## src/rtl/sid_pkg.sv

```systemverilog
// Shared constants and helpers for the SID voice oscillator: wave_sel bit
// positions, noise LFSR seed and the LFSR bits that form the 8-bit noise sample.
package sid_pkg;

  typedef logic [3:0] wave_sel_t;

  localparam logic [1:0] WS_TRI   = 2'd0;
  localparam logic [1:0] WS_SAW   = 2'd1;
  localparam logic [1:0] WS_PULSE = 2'd2;
  localparam logic [1:0] WS_NOISE = 2'd3;

  localparam int unsigned LFSR_W    = 32'd23;
  localparam logic [22:0] LFSR_SEED = 23'h7FFFF8;

  // Listed MSB first: entry 0 lands in noise sample bit 7
  localparam logic [4:0] NOISE_TAP_IDX [8] = '{5'd22, 5'd20, 5'd16, 5'd13,
                                               5'd11, 5'd7,  5'd4,  5'd2};

  function automatic logic [7:0] noise_pick(input logic [22:0] lfsr);
    noise_pick = 8'h00;
    for (int unsigned i = 32'd0; i < 32'd8; i++) begin
      noise_pick[~i[2:0]] = lfsr[NOISE_TAP_IDX[i[2:0]]];
    end
  endfunction

endpackage

```

## src/rtl/sid_noise_lfsr.sv

```systemverilog
// 23-bit noise LFSR (feedback bit22^bit17). The tap output follows the
// post-update register value so the sample lines up with the new accumulator.
module sid_noise_lfsr
  import sid_pkg::*;
(
  input  logic       clk,
  input  logic       rst,
  input  logic       shift_i,
  input  logic       reload_i,
  output logic [7:0] noise_o
);

  logic [22:0] lfsr_q;
  logic [22:0] lfsr_d;

  // Reload beats shift; otherwise hold.
  always_comb begin
    lfsr_d = lfsr_q;
    if (reload_i) begin
      lfsr_d = LFSR_SEED;
    end else if (shift_i) begin
      lfsr_d = {lfsr_q[21:0], lfsr_q[22] ^ lfsr_q[17]};
    end else begin
      lfsr_d = lfsr_q;
    end
  end

  // LFSR state register.
  always_ff @(posedge clk or negedge rst) begin
    if (!rst) begin
      lfsr_q <= LFSR_SEED;
    end else begin
      lfsr_q <= lfsr_d;
    end
  end

  assign noise_o = noise_pick(lfsr_d);

endmodule

```

## src/rtl/sid_voice_osc.sv

```systemverilog
// SID-style voice oscillator: phase accumulator with hard sync, ring mod and test.
// Define SID_OSC_COMBINED_EN to AND multiple selected waveforms instead of priority select.
module sid_voice_osc
  import sid_pkg::*;
#(
  parameter int ACC_W     = 24,
  parameter int FREQ_W    = 16,
  parameter int PW_W      = 12,
  parameter int OUT_W     = 12,
  parameter int NOISE_BIT = 19
) (
  input  logic              clk,
  input  logic              rst,
  input  logic              tick,
  input  logic [FREQ_W-1:0] freq,
  input  logic [PW_W-1:0]   pw,
  input  wave_sel_t         wave_sel,
  input  logic              test,
  input  logic              sync_en,
  input  logic              ring_en,
  input  logic              sync_in,
  input  logic              ring_in,
  output logic              sync_out,
  output logic              msb_out,
  output logic [OUT_W-1:0]  wave_out
);

  logic [ACC_W-1:0] acc_q;
  logic [ACC_W-1:0] acc_d;
  logic             sync_q;
  logic             sync_d;
  logic [OUT_W-1:0] wave_q;
  logic [OUT_W-1:0] wave_d;

  logic             noise_shift_s;
  logic             noise_reload_s;
  logic [7:0]       noise8_s;
  logic             tri_flip_s;
  logic [OUT_W-1:0] saw_s;
  logic [OUT_W-1:0] tri_s;
  logic [OUT_W-1:0] pulse_s;
  logic [OUT_W-1:0] noise_s;
  logic [OUT_W-1:0] mix_s;

  // Accumulator next value: test, then sync, then free-running add.
  always_comb begin
    acc_d = acc_q;
    if (tick) begin
      if (test) begin
        acc_d = {ACC_W{1'b0}};
      end else if (sync_en && sync_in) begin
        acc_d = {ACC_W{1'b0}};
      end else begin
        acc_d = acc_q + ACC_W'(freq);
      end
    end else begin
      acc_d = acc_q;
    end
  end

  // A reset-to-zero can never raise the MSB, so sync/test cannot fire sync_out.
  always_comb begin
    sync_d = sync_q;
    if (tick) begin
      sync_d = acc_d[ACC_W-1] & ~acc_q[ACC_W-1];
    end else begin
      sync_d = sync_q;
    end
  end

  assign noise_shift_s  = tick & acc_d[NOISE_BIT] & ~acc_q[NOISE_BIT];
  assign noise_reload_s = tick & test;

  sid_noise_lfsr u_noise (
    .clk      (clk),
    .rst      (rst),
    .shift_i  (noise_shift_s),
    .reload_i (noise_reload_s),
    .noise_o  (noise8_s)
  );

  // Waveform generators driven from the post-update accumulator.
  always_comb begin
    saw_s      = acc_d[ACC_W-1 -: OUT_W];
    tri_flip_s = acc_d[ACC_W-1] ^ (ring_en & ring_in);
    tri_s      = acc_d[ACC_W-2 -: OUT_W] ^ {OUT_W{tri_flip_s}};
    if (test || (acc_d[ACC_W-1 -: PW_W] >= pw)) begin
      pulse_s = {OUT_W{1'b1}};
    end else begin
      pulse_s = {OUT_W{1'b0}};
    end
    noise_s = {OUT_W{1'b0}};
    noise_s[OUT_W-1 -: 8] = noise8_s;
  end

`ifdef SID_OSC_COMBINED_EN
  // Bitwise AND of every selected waveform.
  always_comb begin
    mix_s = {OUT_W{1'b1}};
    if (wave_sel[WS_NOISE]) begin
      mix_s = mix_s & noise_s;
    end else begin
      mix_s = mix_s;
    end
    if (wave_sel[WS_PULSE]) begin
      mix_s = mix_s & pulse_s;
    end else begin
      mix_s = mix_s;
    end
    if (wave_sel[WS_SAW]) begin
      mix_s = mix_s & saw_s;
    end else begin
      mix_s = mix_s;
    end
    if (wave_sel[WS_TRI]) begin
      mix_s = mix_s & tri_s;
    end else begin
      mix_s = mix_s;
    end
    if (wave_sel == 4'b0000) begin
      mix_s = {OUT_W{1'b0}};
    end else begin
      mix_s = mix_s;
    end
  end
`else
  // Highest selected waveform wins: noise > pulse > saw > tri.
  always_comb begin
    mix_s = {OUT_W{1'b0}};
    if (wave_sel[WS_NOISE]) begin
      mix_s = noise_s;
    end else if (wave_sel[WS_PULSE]) begin
      mix_s = pulse_s;
    end else if (wave_sel[WS_SAW]) begin
      mix_s = saw_s;
    end else if (wave_sel[WS_TRI]) begin
      mix_s = tri_s;
    end else begin
      mix_s = {OUT_W{1'b0}};
    end
  end
`endif

  // Output sample only refreshes on a tick.
  always_comb begin
    wave_d = wave_q;
    if (tick) begin
      wave_d = mix_s;
    end else begin
      wave_d = wave_q;
    end
  end

  // Oscillator state registers.
  always_ff @(posedge clk or negedge rst) begin
    if (!rst) begin
      acc_q  <= {ACC_W{1'b0}};
      sync_q <= 1'b0;
      wave_q <= {OUT_W{1'b0}};
    end else begin
      acc_q  <= acc_d;
      sync_q <= sync_d;
      wave_q <= wave_d;
    end
  end

  assign msb_out  = acc_q[ACC_W-1];
  assign sync_out = sync_q;
  assign wave_out = wave_q;

endmodule

```

## config.mk

```make
export PLATFORM = sky130hd
export DESIGN_NAME = sid_voice_osc
export DESIGN_NICKNAME = d
export VERILOG_FILES = /design/src/rtl/sid_pkg.sv /design/src/rtl/sid_noise_lfsr.sv /design/src/rtl/sid_voice_osc.sv
export SDC_FILE = /design/constraint.sdc
export NUM_CORES = 1
export LEC_CHECK = 0
export ABC_AREA = 1
export BUFFER_PORTS_ARGS = -buffer_cell sky130_fd_sc_hd__buf_4
export CAP_MARGIN = 15
export CELL_PAD_IN_SITES_DETAIL_PLACEMENT = 1
export CELL_PAD_IN_SITES_GLOBAL_PLACEMENT = 1
export CORE_UTILIZATION = 45
export DETAILED_ROUTE_END_ITERATION = 16
export PLACE_DENSITY_LB_ADDON = 0.08
export SLEW_MARGIN = 40
export SYNTH_ARGS = -nofsm -noshare
export SYNTH_HDL_FRONTEND = slang
export SYNTH_HIERARCHICAL = 1
export SYNTH_SLANG_ARGS = --single-unit
export TNS_END_PERCENT = 1
```

## constraint.sdc

```tcl
create_clock -name clk -period 5.6 [get_ports clk]
set_input_delay 0.84 -clock clk [delete_from_list [all_inputs] [get_ports clk]]
set_output_delay 0.84 -clock clk [all_outputs]
set_load 0.005 [all_outputs]
```

; ---- After elaboration in Yosys (flattened, before gate mapping)
; Index checks and enable logic that the tools add are counted.
[totals]
regBits = 60
wordCells = 31
in_bits = 40
output_inout_bits = 14
[classes]
n_reduce_logical = 3
muxes = 10
n_bitwise = 10
order_cmp = 1
n_addsub = 1
[op_table]
columns = cell, n
row1 = 2-to-1 mux 24 bit, 3
row2 = 2-to-1 mux 12 bit, 5
row3 = 2-to-1 mux 23 bit, 2
row4 = adder 24 x 16 -> 24 bit, 1
row5 = greater-or-equal comparator 12 bit, 1
row6 = XOR 12 bit, 1
row7 = AND 1 bit, 5
row8 = inverter 1 bit, 2
row9 = nonzero test 2 bit, 1
row10 = XOR 1 bit, 2
row11 = logical AND 1 bit, 1
row12 = logical OR 1 bit, 1

; ---- Depth between registers and ports, before layout
; Gate-level depths: netlist (run 1).
[depth]
depth_word = 10
depth_mapped = 30
depth_no_buf = 29

; ---- Cells and area by module
; The synthesis (run 1) kept the hierarchy.
[modules_own_cells]
columns = module, area_per_inst_um2, seq_area_each_um2, n_inst, cells_per_inst
row1 = sid_voice_osc, 3559.7, 925.9, 1, 568
row2 = sid_noise_lfsr, 1003.5, 600.6, 1, 112

; ---- Least setup slack after synthesis (run 1)
; No wires, ideal clock.
[synth_path]
path_type = input port to flip-flop
start = input freq[0]
end = register wave_q[10] (netlist: wave_out[10])
required_ns = 5.483
setup_time_ns = 0.117
t_arrival_ns = 3.576
stages = 29
path_slack_ns = 1.907
cell_sequence = ha_1 -> inv_1 -> fa_1 -> inv_1 -> nand3_1 -> nand2_1 -> nand2_1 -> nand2_1 -> inv_1 -> nor2_1 -> nor2_1 -> nand2_1 -> nand3_1 -> nand2_1 -> inv_1 -> ha_1 -> o21a_1 -> o21a_1 -> o21ai_0 -> nand2_1 -> nand2_1 -> nand2_1 -> nand3_1 -> nand2_1 -> nand2_1 -> a21oi_1 -> buf_2 -> nand2_1 -> nand2_1
[synth_lines]
columns = item, line_no
row1 = start: declaration, sid_voice_osc.sv:15  ; input logic [FREQ_W-1:0] freq,
row2 = adder 24 x 16 -> 24 bit, sid_voice_osc.sv:54  ; acc_d = acc_q + ACC_W'(freq);
row3 = 2-to-1 mux 24 bit, sid_voice_osc.sv:51  ; end else if (sync_en && sync_in) begin
row4 = 2-to-1 mux 24 bit, sid_voice_osc.sv:49  ; if (test) begin
row5 = 2-to-1 mux 24 bit, sid_voice_osc.sv:48  ; if (tick) begin
row6 = net acc_d[12], sid_voice_osc.sv:29  ; logic [ACC_W-1:0] acc_d;
row7 = greater-or-equal comparator 12 bit, sid_voice_osc.sv:87  ; if (test || (acc_d[ACC_W-1 -: PW_W] >= pw)) begin
row8 = logical OR 1 bit, sid_voice_osc.sv:87
row9 = 2-to-1 mux 12 bit, sid_voice_osc.sv:87
row10 = 2-to-1 mux 12 bit, sid_voice_osc.sv:132  ; end else if (wave_sel[WS_PULSE]) begin
row11 = 2-to-1 mux 12 bit, sid_voice_osc.sv:130  ; if (wave_sel[WS_NOISE]) begin
row12 = end signal: assignment, sid_voice_osc.sv:159  ; wave_q <= {OUT_W{1'b0}};
row13 = end signal: assignment, sid_voice_osc.sv:163  ; wave_q <= wave_d;
row14 = end: declaration, sid_voice_osc.sv:32  ; logic [OUT_W-1:0] wave_q;
; The timed path passes the listed nets, and every way through them passes these cells. The select of a mux whose other input is x is not followed.
; A chain may end at the register's enable or synchronous reset.

; ---- Final worst setup path (run 1)
[layout_path]
start = input freq[0]
end = register wave_q[7] (netlist: wave_out[7])
; The elaborated chain is that of the path after synthesis.

==> reports/results.env, run 1 <==
STATUS='finished, final reports clean'
ASYNC_RESET_FF_SHARE_PCT=100.0
GLOBAL_ROUTE_WIRE_LENGTH_BEFORE_REPAIR_MICRONS=20910
PWR_DENSITY_CELL_nW_PER_UM2=238.6
ROUTE.FINAL.WIRE_LENGTH_MICRONS=12590
MOST_FREQUENTLY_USED_FLOP_MASTER_AFTER_SYNTHESIS='sky130_fd_sc_hd__dfrtp_1'
ROUTED_VIA_DENSITY=5.074
ROUTABILITY_CONGESTION_ESTIMATE_FROM_GLOBAL_PLACEMENT=0.8102
WORST_SLEW_PIN_SLEW_NS=0.5832
CLOCK_SINK_COUNT=60
WORST_R2R_ENDPOINT='wave_out[7]'
CTS_HTREE_LEVELS=3
YS_TYPES=41
CTS.REPORTEDPATHS.CLKPINSLEW_NS=0.07
FINAL-MAX-SLEW-VIOLATION-COUNT=0
DIE_Y_MICRONS=102.7
POWER.SHARE.SWITCHING_PCT=37.30
CTS-ROOT-TO-SINK-BUFFERS=2
EFFECTIVE_UTILIZATION_AT_FLOORPLAN_PCT=46.47
HOLD_VIOL=0
CRITICALPATHCATEGORY='input pin to flop'
CTS_MADE_BUFFERS=9
FINAL.MIN_CLOCK_PERIOD_NS=3.940
REMAINING_DRC_ERRORS=0
SYNTH.TOP_CELL.AREA_SHARE_PCT=21.94
ANT_NETS=0
BUFFER_PORTS.INSERTED=53
NUMBER_OF_SYNTHESIZED_REGISTER_BITS=60
PWR-SHARE-COMB_PCT=31.7
TIMING.SLEW.HEADROOM_PCT=60.11
DIE_X_MICRONS=102.7
CRIT_END='wave_out[7]'
FF2FF_PATH_DEPTH=28
FIRSTDRTPASSITERS=4
FINAL_LAYOUT_SIZE_SUFFIX_GT1_SHARE_PCT=16.74
LAYOUT_COMMON_CELLS='sky130_fd_sc_hd__nand2_1, sky130_fd_sc_hd__inv_1, sky130_fd_sc_hd__nor2_1'
GRT_START_MAX_NET_PINS=61
SYNTH_ENABLE_FLOP_CELLS=0
VIA_COUNT_OF_THE_FIRST_GLOBAL_ROUTING_PASS=4468
DRV.MAX_CAP_VIOLATION_COUNT=0
NUMBER_OF_ANTENNA_VIOLATIONS_AT_THE_FIRST_CHECK_IN_GLOBAL_ROUTING=0
IOS=54
FINAL.FILL_COUNT=1347
TOTAL_SWITCHING_POWER_mW=0.4614
TOTAL_LEAKAGE_POWER_nW=2.876
AREA_GROWTH_SYN_TO_LAYOUT_PCT=13.63
POST-PLACE-CELLS=846
REGTOREGSETUPSLACK_NS=1.87
SEQUENTIAL_GROUP_SHARE_OF_TOTAL_POWER_PCT=39.6
INSERTEDDIODECOUNT=0
CTS_TREE='yes'
TIMING.CRITICAL_PATH.FANOUT_MAX=12
DRT_ITER0_DRC=113
SYNTHESIS.YOSYS.WARNINGS=6
WORST_PATH_LARGEST_CELL_DELAY_NS=0.43
DIEAREA_SQ_UM=10550
VDD_IR_DROP_MAX_V=0.0001014
CP-STARTPOINT='freq[0]'
ACHIEVABLE-FREQUENCY_MHz=253.8
CORE-AREA_SQ_UM=9819
CLOCK_POWER_SHARE_PCT=28.8
TIMING.CRITICAL_PATH.SLOWEST_STAGE_CELL='sky130_fd_sc_hd__a21oi_2'
WORSTPATHARRIVAL_NS=4.21
LAYOUT_WORST_PATH_CYCLE_SHARE_PCT=70.35
SYN_AREA_PER_CELL_SQ_UM=6.710
CTS_REPAIR_RESIZE_COUNT=0
SYN_NETS=749
TIMING.CRITICAL_PATH.MODE_CELL='sky130_fd_sc_hd__nand2_1'
CTS_SETUP_BUFFERS=0
SETUP-VIOLATIONS-FINAL=0
POST_SYNTHESIS_INSTANCE_TOTAL=680
VIA_COUNT=4374
PLACE.DETAILED.HPWL_MICRONS=9947
NUM-NETS-FINAL=793
CLOCK-ROOT-BUFFER='sky130_fd_sc_hd__clkbuf_8'
R2R_START='acc_q[0]'
GLOBALROUTETOTALUTIL_PCT=25.73
TIMING.CLOCK.SKEW_NS=0.01642
CLOCK_LATENCY_NS=0.34
RSZ0062_AT_GRT='false'
SEQ_AREA_FRAC_SYNTH_PCT=33.45
CRIT_PATH_END_KIND='flop'
TIMING.SETUP.TNS_NS=0
ROUTE.DETAILED.WL_PER_INST_MICRONS=14.61
SYNTH_TOP_AREA_CELL='sky130_fd_sc_hd__dfrtp_1'
GRT.OVERFLOW.TOTAL=0
POST_SYNTH_MAIN_AREA_CONTRIBUTORS='sky130_fd_sc_hd__dfrtp_1, sky130_fd_sc_hd__nand2_1, sky130_fd_sc_hd__dfstp_2'
SYNTHESIS.AREA_SQ_UM=4563
INTERNAL_POWER_mW=0.7757
FINAL-INSTANCE-COUNT-EXCL-FILL=862
WORSTSETUPSTARTPOINTTYPE='input pin'
MOSTFREQUENTLAYOUTCELL='sky130_fd_sc_hd__nand2_1'
CTSHOLDBUFFERS=0
ROWS=36
CRITICAL_PATH_REQUIRED_TIME_NS=5.87
WORSTHOLDPATHTYPE='input pin to asynchronous set/reset pin'
metrics by stage:
step           total power [mW]  area (sq um)  hold slack, ns  utilization [%]  setup slack [ns]
4_1_cts                   1.249          5175          0.4829            52.70             1.394
6_report                  1.237          5185          0.4500            52.80             1.660
3_5_place_dp             0.8890          5000          0.4651            50.92             1.049
5_1_grt                   1.326          5185          0.4946            52.80             1.303
3_3_place_gp             0.8703          5000          0.4556            50.92             1.275
2_1_floorplan            0.7546          4563          0.4422                -             1.907
worst min-delay path by stage:
| stage | startpoint | to | slack, ns | depth (start not counted) |
|---|---|---|---|---|
| 6_report | rst | acc_q[7] | 0.45 | 1 |
| 5_1_grt | rst | acc_q[7] | 0.49 | 1 |
| 4_1_cts | u_noise/lfsr_q[1] | u_noise/lfsr_q[1] | 0.48 | 2 |
| 3_5_place_dp | u_noise/lfsr_q[1] | u_noise/lfsr_q[1] | 0.47 | 2 |
| 2_1_floorplan | u_noise/lfsr_q[1] | u_noise/lfsr_q[1] | 0.44 | 2 |
| 3_3_place_gp | u_noise/lfsr_q[1] | u_noise/lfsr_q[1] | 0.46 | 2 |
metal layers:
metal	wire length (microns)	vias up	track usage, %
met5	0	-	0
met4	197	0	7.802
met3	282	15	2.983
met2	6257	66	46.10
met1	5852	2100	32.30
li1	-	2193	-
worst max-delay path: cells and delay by family:
kind | cells | cell delay [ns]
fa+ha+maj | 3 | 0.88
buf+inv | 5 | 0.38
simple gates | 17 | 1.42
compound gates | 4 | 0.72
sequential cells by signal, summed over array words and instances (netlist names):
| name | cells |
|---|---|
| wave_out | 12 |
| acc_q | 24 |
| sync_out | 1 |
| u_noise/lfsr_q | 23 |
synth_stat cells (3+ instances only):
cell type	number
sky130_fd_sc_hd__dfrtp_1	40
sky130_fd_sc_hd__a32o_1	4
sky130_fd_sc_hd__buf_2	3
sky130_fd_sc_hd__inv_1	109
sky130_fd_sc_hd__a21oi_1	19
sky130_fd_sc_hd__or2_2	6
sky130_fd_sc_hd__nand2_2	8
sky130_fd_sc_hd__buf_6	3
sky130_fd_sc_hd__nand2_1	205
sky130_fd_sc_hd__dfstp_2	20
sky130_fd_sc_hd__nor3_1	3
sky130_fd_sc_hd__inv_2	3
sky130_fd_sc_hd__nor2_1	86
sky130_fd_sc_hd__nor2_2	3
sky130_fd_sc_hd__buf_4	9
sky130_fd_sc_hd__o21ai_0	24
sky130_fd_sc_hd__nand4_1	3
sky130_fd_sc_hd__and2_1	4
sky130_fd_sc_hd__clkbuf_1	5
sky130_fd_sc_hd__a21o_1	3
sky130_fd_sc_hd__nand3_1	66
sky130_fd_sc_hd__ha_1	28
cell type report:
type / instances / area, sq um / share of cell area (%)
clock inverter: 7 / 51.30 / 0.9894
inverter: 112 / 420.4 / 8.108
clock buffer: 9 / 123.9 / 2.389
multi-input combinational: 486 / 2480 / 47.83
timing repair buffer: 55 / 416.7 / 8.036
sequential: 60 / 1526 / 29.44
tap: 133 / 166.4 / 3.209
power by group through the flow:
stage               registers [mW]  clock network [mW]  logic (mW)
finish                       0.490               0.356       0.392
global route                 0.494               0.385       0.447
CTS                          0.490               0.365       0.394
detailed placement           0.497                   0       0.392
global placement             0.496                   0       0.374
floorplan                    0.492                   0       0.263
cell families after synthesis:
family,share of synthesized area [%]
AO/OA/AOI/OAI,7.733
XOR/XNOR,0.1920
adder cells (fa/ha/maj),8.116
buffers and inverters,12.34
flip-flops,33.45
AND/OR/NAND/NOR,38.17
Power figures use the tool's default switching activity.
==> run 2: changes to the inputs <==
- ABC_AREA: 1 -> 0
- clock period: 5.6 -> 3.85 ns (I/O delays scaled with it)
==> run 2 against run 1 <==
The flow now finishes with violations (negative setup slack). Setup slack worse by 1.7 ns. Synthesized cell count is 37% lower. Synthesized area fell by 7.8%. Clock skew fell by 0.0050 ns. Total power grew 65%. Largest power group is now combinational logic. Cell area is 2.5% higher. Critical path depth is 11 lower. Critical endpoint is now wave_out[1]. Clock power up 47%. Register-to-register slack worse by 1.9 ns. Global-route usage up 1.3 points. Utilization grew 7.0 points.
==> reports/results.env, run 2 <==
NUMBER_OF_ANTENNA_VIOLATIONS_AT_THE_FIRST_CHECK_IN_GLOBAL_ROUTING=0  # unchanged
ASYNC_RESET_FF_SHARE_PCT=100.0  # unchanged
CTSHOLDBUFFERS=0  # unchanged
SETUP-VIOLATIONS-FINAL=1  # was 0
VDD_IR_DROP_MAX_V=0.0002035  # was 0.0001014 V
TIMING.CLOCK.SKEW_NS=0.01143  # was 0.01642 ns
CLOCK_LATENCY_NS=0.35  # was 0.34 ns
VIA_COUNT=3823  # was 4374
TIMING.SETUP.TNS_NS=-0.06130  # was 0 ns
SYNTH_ENABLE_FLOP_CELLS=0  # unchanged
LAYOUT_COMMON_CELLS='sky130_fd_sc_hd__buf_4, sky130_fd_sc_hd__dfrtp_1, sky130_fd_sc_hd__nand2_1'  # was sky130_fd_sc_hd__nand2_1, sky130_fd_sc_hd__inv_1, sky130_fd_sc_hd__nor2_1
CRITICAL_PATH_REQUIRED_TIME_NS=4.11  # was 5.87 ns
SYNTH.TOP_CELL.AREA_SHARE_PCT=23.80  # was 21.94%
CLOCK_SINK_COUNT=60  # unchanged
FIRSTDRTPASSITERS=4  # unchanged
POST_SYNTHESIS_MUX_AREA_SHARE_PCT=0.8031  # was 0%
SYNTH_SIMPLE_GATE_AREA_SHARE_PCT=16.06  # was 38.17%
CTS_MADE_BUFFERS=9  # unchanged
INSERTEDDIODECOUNT=0  # unchanged
DRV.MAX_CAP_VIOLATION_COUNT=0  # unchanged
MOST_FREQUENTLY_USED_FLOP_MASTER_AFTER_SYNTHESIS='sky130_fd_sc_hd__dfrtp_1'  # unchanged
LAYOUT_WORST_PATH_CYCLE_SHARE_PCT=101.6
WORSTPATHARRIVAL_NS=4.17  # was 4.21 ns
GLOBALROUTETOTALUTIL_PCT=27.00  # was 25.73%
SYNTHESIS.YOSYS.WARNINGS=6  # unchanged
EFFECTIVE_UTILIZATION_AT_FLOORPLAN_PCT=47.31  # was 46.47%
ROUTABILITY_CONGESTION_ESTIMATE_FROM_GLOBAL_PLACEMENT=0.8476  # was 0.8102
CRITICALPATHCATEGORY='flop to flop'  # was input pin to flop
VIA_COUNT_OF_THE_FIRST_GLOBAL_ROUTING_PASS=4126  # was 4468
VIOLATIONS='negative setup slack'
NUM-NETS-FINAL=608  # was 793
GRT_START_MAX_NET_PINS=61  # unchanged
REMAINING_DRC_ERRORS=0  # unchanged
DIEAREA_SQ_UM=9739  # was 10550 sq um
BUFFER_PORTS.INSERTED=53  # unchanged
ROUTE.FINAL.WIRE_LENGTH_MICRONS=12270  # was 12590 microns
SERIES_OF_CELL_INSTANCES_ALONG_THE_CRITICAL_PATH='ha_2, inv_1, fa_2, nor2b_2, o211ai_1, a211oi_2, nor2_1, or4_1, o211ai_2, ha_1, a21oi_1, o211ai_1, a41o_1, o31ai_1, a2111o_1, a21boi_1, or2_4, o31ai_1'
CTS_TREE='yes'  # unchanged
ACHIEVABLE-FREQUENCY_MHz=255.7
SYNTH_TOP_AREA_CELL='sky130_fd_sc_hd__dfrtp_1'  # unchanged
FINAL.MIN_CLOCK_PERIOD_NS=3.911
CLOCK-ROOT-BUFFER='sky130_fd_sc_hd__clkbuf_8'  # unchanged
SYNTHXORXNORAREAFRAC_PCT=5.384  # was 0.1919%
TIMING.SLEW.HEADROOM_PCT=58.39  # was 60.11%
LARGEST_REGISTER_FFS=24  # unchanged
ANT_NETS=0  # unchanged
WORSTHOLDPATHTYPE='input pin to asynchronous set/reset pin'  # unchanged
HOLD_VIOL=0  # unchanged
FINAL_CRITICAL_PATH_SETUP_SLACK_NS=-0.06130  # was 1.660 ns
REGTOREGSETUPSLACK_NS=-0.06  # was 1.87 ns
NETLIST_TOP_CELLS_COUNT='sky130_fd_sc_hd__dfrtp_1, sky130_fd_sc_hd__nand2_1, sky130_fd_sc_hd__a21oi_1, sky130_fd_sc_hd__ha_1, sky130_fd_sc_hd__a211o_1'  # was sky130_fd_sc_hd__nand2_1, sky130_fd_sc_hd__inv_1, sky130_fd_sc_hd__nor2_1
CTS_HTREE_LEVELS=3  # unchanged
PWR_DENSITY_CELL_nW_PER_UM2=385.1  # was 238.6 nW/um^2
DIE_Y_MICRONS=98.69  # was 102.7 microns
DIE_X_MICRONS=98.69  # was 102.7 microns
TIMING.CRITICAL_PATH.SLOWEST_STAGE_CELL='sky130_fd_sc_hd__or4_1'  # was sky130_fd_sc_hd__a21oi_2
WORST_PATH_LARGEST_CELL_DELAY_NS=0.43  # about the same
CTS-ROOT-TO-SINK-BUFFERS=2  # unchanged
CRIT_PATH_END_KIND='flop'  # unchanged
RSZ0062_AT_GRT='true'  # was false
ROUTED_VIA_DENSITY=5.863  # was 5.074
REGISTERS.TOP_BY_FF_COUNT='acc_q'  # unchanged
AREA_GROWTH_SYN_TO_LAYOUT_PCT=26.38  # was 13.63%
WORST_SLEW_PIN_SLEW_NS=0.6176  # was 0.5832 ns
SYN_AREA_PER_CELL_SQ_UM=9.760  # was 6.710 sq um
ROWS=34  # was 36
SEQ_AREA_FRAC_SYNTH_PCT=36.29  # was 33.45%
DRT_ITER0_DRC=126  # was 113
MOST_COMMON_CELL_IN_THE_NETLIST='sky130_fd_sc_hd__dfrtp_1'  # was sky130_fd_sc_hd__nand2_1
SYNTH_COMPOUND_AREA_SHARE_PCT=26.06  # was 7.732%
NUMBER_OF_SYNTHESIZED_REGISTER_BITS=60  # unchanged
TIMING.CRITICAL_PATH.FANOUT_MAX=3  # was 12
CTS.REPORTEDPATHS.CLKPINSLEW_NS=0.08  # was 0.07 ns
FINAL_UTIL_PCT=59.79  # was 52.80%
SYNTHESIS.AREA_SQ_UM=4207  # was 4563 sq um
FINAL_LAYOUT_SIZE_SUFFIX_GT1_SHARE_PCT=36.40  # was 16.74%
POST_SYNTH_FA_HA_MAJ_AREA_FRACTION_PCT=8.804  # was 8.116%
COMBINATIONAL_FAMILY_WITH_THE_MOST_AREA_AFTER_SYNTHESIS='compound AO/OA/AOI/OAI gates'  # was simple AND/OR/NAND/NOR gates
WORSTSETUPSTARTPOINTTYPE='flop'  # was input pin
GLOBAL_ROUTE_WIRE_LENGTH_BEFORE_REPAIR_MICRONS=20490  # was 20910 microns
STATUS='complete, but fails checks'  # was finished, final reports clean
GRT.OVERFLOW.TOTAL=0  # unchanged
PLACE.DETAILED.HPWL_MICRONS=9353  # was 9947 microns
YS_TYPES=73  # was 41
POST_SYNTHESIS_INSTANCE_TOTAL=431  # was 680
ROUTE.DETAILED.WL_PER_INST_MICRONS=18.82  # was 14.61 microns
CORE-AREA_SQ_UM=8891  # was 9819 sq um
MOSTFREQUENTLAYOUTCELL='sky130_fd_sc_hd__buf_4'  # was sky130_fd_sc_hd__nand2_1
SYN_NETS=500  # was 749
FINAL-MAX-SLEW-VIOLATION-COUNT=0  # unchanged
IOS=54  # unchanged
POST_SYNTH_MAIN_AREA_CONTRIBUTORS='sky130_fd_sc_hd__dfrtp_1, sky130_fd_sc_hd__dfstp_2, sky130_fd_sc_hd__ha_1'  # was sky130_fd_sc_hd__dfrtp_1, sky130_fd_sc_hd__nand2_1, sky130_fd_sc_hd__dfstp_2
TOTAL_LEAKAGE_POWER_nW=2.458  # was 2.876 nW
==> run 2: changes by cell type after synthesis, sizes merged, moves of 13 or more <==
cell / previous run / this run
nor2b: 0 / 20
xnor2: 0 / 18
a211o: 0 / 23
nand2: 217 / 32
a21oi: 19 / 32
nor2: 90 / 14
nand3: 69 / 13
inv: 112 / 20
==> run 2: where the power goes <==
| group | internal, mW | switching, mW | total, mW |
|---|---|---|---|
| sequential | 0.682 | 0.0382 | 0.720 |
| combinational | 0.387 | 0.418 | 0.805 |
| clock | 0.237 | 0.285 | 0.523 |
==> run 2: cells by family after synthesis <==
| group | after synthesis |
|---|---|
| buf+inv | 48 |
| simple gates | 124 |
| xor+xnor | 25 |
| flops | 60 |
| mux | 3 |
| fa+ha+maj | 29 |
| compound gates | 142 |
==> run 2: layout make-up <==
class / count / area (sq um)
Clock buffer: 9 / 123.9
Clock inverter: 7 / 48.80
Fill cell: 1030 / 3575
Inverter: 21 / 78.83
Multi-Input combinational cell: 323 / 2469
Sequential cell: 60 / 1526
Tap cell: 108 / 135.1
Timing Repair Buffer: 124 / 934.6
==> run 2: repair_timing <==
item                                   CTS  global route
pin swaps                                4             0
setup endpoints to repair               12            12
gates resized for setup                  6             6
setup buffers                            1             0
endpoints found under the hold margin    0             0
==> run 2: final timing paths <==
check	cells past startpoint	end	startpoint
setup / recovery	18	wave_out[1]	acc_q[0]
hold / removal	1	acc_q[8]	rst
setup reg to reg	18	wave_out[1]	acc_q[0]
hold reg to reg	1	acc_q[5]	acc_q[5]
max in group asynchronous	1	wave_out[10]	rst
min in group clk	1	acc_q[5]	acc_q[5]
==> run 2: stage by stage <==
step                total power, mW  instance area (sq um)  instances  hold slack, ns  setup WS, ns
floorplan                     1.158                   4223        431          0.2819       -0.2219
global placement              1.478                   5084        635          0.4734       -0.3072
detailed placement            1.512                   5084        635          0.4804       -0.4675
CTS                           2.051                   5288        652          0.3357      -0.05451
global route                  2.167                   5316        652          0.2311       -0.3200
finish                        2.047                   5316        652          0.1948      -0.06130
==> run 2: critical path, delay by kind of cell (launching register included) <==
family	cells	cell delay, ns
fa+ha+maj	3	0.72
flops	1	0.37
buf+inv	1	0.05
simple gates	4	0.91
compound gates	10	1.77
==> run 2: per-layer routing <==
metal  wire, microns  up-vias  track usage (%)  part of all wire [%]
met4             162        0            6.315                   1.3
li1                -     1809                -                     -
met2            6120       81            47.78                    50
met1            5615     1920            34.19                    46
met5               0        -                0                     0
met3             370       13            5.035                   3.0
==> run 3: changes to the inputs <==
- ABC_AREA: 0 -> 1
- CELL_PAD_IN_SITES_GLOBAL_PLACEMENT: 1 -> 2
- CORE_UTILIZATION: 45 -> 33
==> run 3 against run 2 <==
The run now ends clean. Cell area increased by 7.3%. Die area grew 47%. Clock skew about the same. Critical path type unchanged. Critical endpoint is now wave_out[9].
==> reports/results.env, run 3 (synthesis results as in run 1) <==
STATUS='finished, final reports clean'  # was complete, but fails checks
GLOBALROUTETOTALUTIL_PCT=20.47  # was 27.00%
FINAL_UTIL_PCT=42.73  # was 59.79%
CTS_MADE_BUFFERS=9  # unchanged
CTSHOLDBUFFERS=0  # unchanged
TIMING.SETUP.TNS_NS=0  # was -0.06130 ns
WORST_SLEW_PIN_SLEW_NS=0.8303  # was 0.6176 ns
TIMING.CRITICAL_PATH.SLOWEST_STAGE_CELL='sky130_fd_sc_hd__fa_1'  # was sky130_fd_sc_hd__or4_1
FIRSTDRTPASSITERS=4  # unchanged
CLOCK-ROOT-BUFFER='sky130_fd_sc_hd__clkbuf_16'  # was sky130_fd_sc_hd__clkbuf_8
WORSTHOLDPATHTYPE='input pin to asynchronous set/reset pin'  # unchanged
ROUTABILITY_CONGESTION_ESTIMATE_FROM_GLOBAL_PLACEMENT=0.8019  # was 0.8476
FINAL-MAX-SLEW-VIOLATION-COUNT=0  # unchanged
CRITICALPATHCATEGORY='flop to flop'  # unchanged
CLOCK_SINK_COUNT=60  # unchanged
TOTAL_SWITCHING_POWER_mW=0.7361  # was 0.7415 mW
DESIGN_POWER_TOTAL_mW=2.150  # was 2.047 mW
LAYOUT_COMMON_CELLS='sky130_fd_sc_hd__nand2_1, sky130_fd_sc_hd__inv_1, sky130_fd_sc_hd__buf_4'  # was sky130_fd_sc_hd__buf_4, sky130_fd_sc_hd__dfrtp_1, sky130_fd_sc_hd__nand2_1
EFFECTIVE_UTILIZATION_AT_FLOORPLAN_PCT=34.19  # was 47.31%
ROWS=42  # was 34
FINAL_LAYOUT_SIZE_SUFFIX_GT1_SHARE_PCT=22.22  # was 36.40%
DIE_Y_MICRONS=119.6  # was 98.69 microns
CRITICAL_PATH_BUF_INV_COUNT=4  # was 1
PLACEMENT.SETUP.WORST_SLACK_NS=-0.1721  # was -0.4675 ns
CRIT_PATH_END_KIND='flop'  # unchanged
INSERTEDDIODECOUNT=0  # unchanged
POWER.SHARE.SWITCHING_PCT=34.24  # was 36.22%
ANT_NETS=0  # unchanged
TIMING.CRITICAL_PATH.FANOUT_MAX=6  # was 3
TIMING.CRITICAL_PATH.MODE_CELL='sky130_fd_sc_hd__nand2_1'
WORSTPATHARRIVAL_NS=3.71  # was 4.17 ns
TOTAL_LEAKAGE_POWER_nW=3.145  # was 2.458 nW
PLACE.DETAILED.HPWL_MICRONS=11060  # was 9353 microns
RSZ0062_AT_GRT='false'  # was true
IOS=54  # unchanged
CTS-ROOT-TO-SINK-BUFFERS=2  # unchanged
SETUP-VIOLATIONS-FINAL=0  # was 1
HOLD_VIOL=0  # unchanged
CTS_HTREE_LEVELS=3  # unchanged
DRV.MAX_CAP_VIOLATION_COUNT=0  # unchanged
CLOCK_POWER_SHARE_PCT=35.1  # was 25.5%
GRT.OVERFLOW.TOTAL=0  # unchanged
TIMING.SLEW.HEADROOM_PCT=44.44  # was 58.39%
ACHIEVABLE-FREQUENCY_MHz=287.4  # was 255.7 MHz
MOSTFREQUENTLAYOUTCELL='sky130_fd_sc_hd__nand2_1'  # was sky130_fd_sc_hd__buf_4
ROUTE.FINAL.WIRE_LENGTH_MICRONS=13800  # was 12270 microns
PWR-SHARE-COMB_PCT=31.6  # was 39.3%
VDD_IR_DROP_MAX_V=0.0002281  # was 0.0002035 V
CRITICAL_PATH.TOP_DELAY_FAMILY='simple AND/OR/NAND/NOR gates'  # was compound AO/OA/AOI/OAI gates
AREA_GROWTH_SYN_TO_LAYOUT_PCT=24.98  # was 26.38%
DIE_X_MICRONS=119.6  # was 98.69 microns
INTERNAL_POWER_mW=1.414  # was 1.306 mW
TIMING.CLOCK.SKEW_NS=0.01159  # was 0.01143 ns
CTS.REPORTEDPATHS.CLKPINSLEW_NS=0.06  # was 0.08 ns
NUMBER_OF_ANTENNA_VIOLATIONS_AT_THE_FIRST_CHECK_IN_GLOBAL_ROUTING=0  # unchanged
WORST_PATH_LARGEST_CELL_DELAY_NS=0.39  # was 0.43 ns
PWR_DENSITY_CELL_nW_PER_UM2=377.0  # was 385.1 nW/um^2
LAYOUT_WORST_PATH_CYCLE_SHARE_PCT=90.37  # was 101.6%
VIA_COUNT_OF_THE_FIRST_GLOBAL_ROUTING_PASS=4733  # was 4126
DIEAREA_SQ_UM=14300  # was 9739 sq um
VIA_COUNT=4494  # was 3823
FINAL_CRITICAL_PATH_SETUP_SLACK_NS=0.3708  # was -0.06130 ns
REGISTERS.TOP_BY_FF_COUNT='acc_q'  # unchanged
GRT_START_MAX_NET_PINS=61  # unchanged
REMAINING_DRC_ERRORS=0  # unchanged
BUFFER_PORTS.INSERTED=53  # unchanged
LARGEST_REGISTER_FFS=24  # unchanged
GLOBAL_ROUTE_WIRE_LENGTH_BEFORE_REPAIR_MICRONS=22890  # was 20490 microns
DRT_ITER0_DRC=241  # was 126
FINALHOLDWORSTSLACK_NS=0.2099  # was 0.1948 ns
CRITICAL_PATH_REQUIRED_TIME_NS=4.08  # was 4.11 ns
NUM-NETS-FINAL=838  # was 608
WORSTSETUPSTARTPOINTTYPE='flop'  # unchanged
SEQUENTIAL_GROUP_SHARE_OF_TOTAL_POWER_PCT=33.2  # was 35.2%
CTS_TREE='yes'  # unchanged
FINAL.MIN_CLOCK_PERIOD_NS=3.479  # was 3.911 ns
CLOCK_LATENCY_NS=0.34  # was 0.35 ns
CORE-AREA_SQ_UM=13350  # was 8891 sq um
ROUTE.DETAILED.WL_PER_INST_MICRONS=14.52  # was 18.82 microns
ROUTED_VIA_DENSITY=4.731  # was 5.863
-- run 3: cell type report --
cell class,count,area (sq um)
fill,1745,7645
multi-input combinational,487,2512
sequential,60,1526
timing repair buffer,99,747.0
inverter,112,420.4
clock buffer,9,225.2
tap,176,220.2
clock inverter,7,51.30
-- run 3: power groups by stage --
stage               Combinational (mW)  Sequential [mW]  Clock (mW)
floorplan                        0.382            0.715           0
global placement                 0.663            0.723           0
detailed placement               0.681            0.725           0
CTS                              0.684            0.715       0.773
global route                     0.769            0.721       0.800
finish                           0.680            0.715       0.755
-- run 3: final timing paths --
path,from,end,slack (ns),cells past startpoint
setup / recovery,acc_q[0],wave_out[9],0.37,28
hold / removal,rst,acc_q[6],0.21,1
setup reg to reg,acc_q[0],wave_out[9],0.37,28
hold reg to reg,u_noise/lfsr_q[0],u_noise/lfsr_q[1],0.49,2
max in group asynchronous,rst,wave_out[7],3.22,1
min in group clk,u_noise/lfsr_q[0],u_noise/lfsr_q[1],0.49,2
-- run 3: repair_timing --
action | CTS | global route
setup buffers | 0 | 1
endpoints found under the setup margin | 0 | 12
gates resized for setup | 0 | 8
hold endpoints to repair | 0 | 0
-- run 3: worst register-to-register path: cells and delay by family (launching register included) --
| kind | cells | cell delay [ns] |
|---|---|---|
| AOI/OAI and AO/OA | 4 | 0.59 |
| adders and majority gates | 3 | 0.85 |
| buffers and inverters | 4 | 0.25 |
| DFF | 1 | 0.36 |
| and+or+nand+nor | 17 | 1.33 |
-- run 3: per-layer routing --
layer  vias up  wire length (microns)  part of all wire [%]  track usage, %
li1       2285                      -                     -               -
met1      2130                   6477                    47           26.44
met2        64                   6647                    48           34.93
met3        15                    472                   3.4           3.612
met4         0                    201                   1.5           5.625
met5         -                      0                     0               0
-- run 3: stage by stage --
step | area, sq um | instances
2_1_floorplan | 4563 | 680
4_1_cts | 5657 | 948
6_report | 5703 | 950
3_5_place_dp | 5380 | 932
5_1_grt | 5703 | 950
3_3_place_gp | 5376 | 932
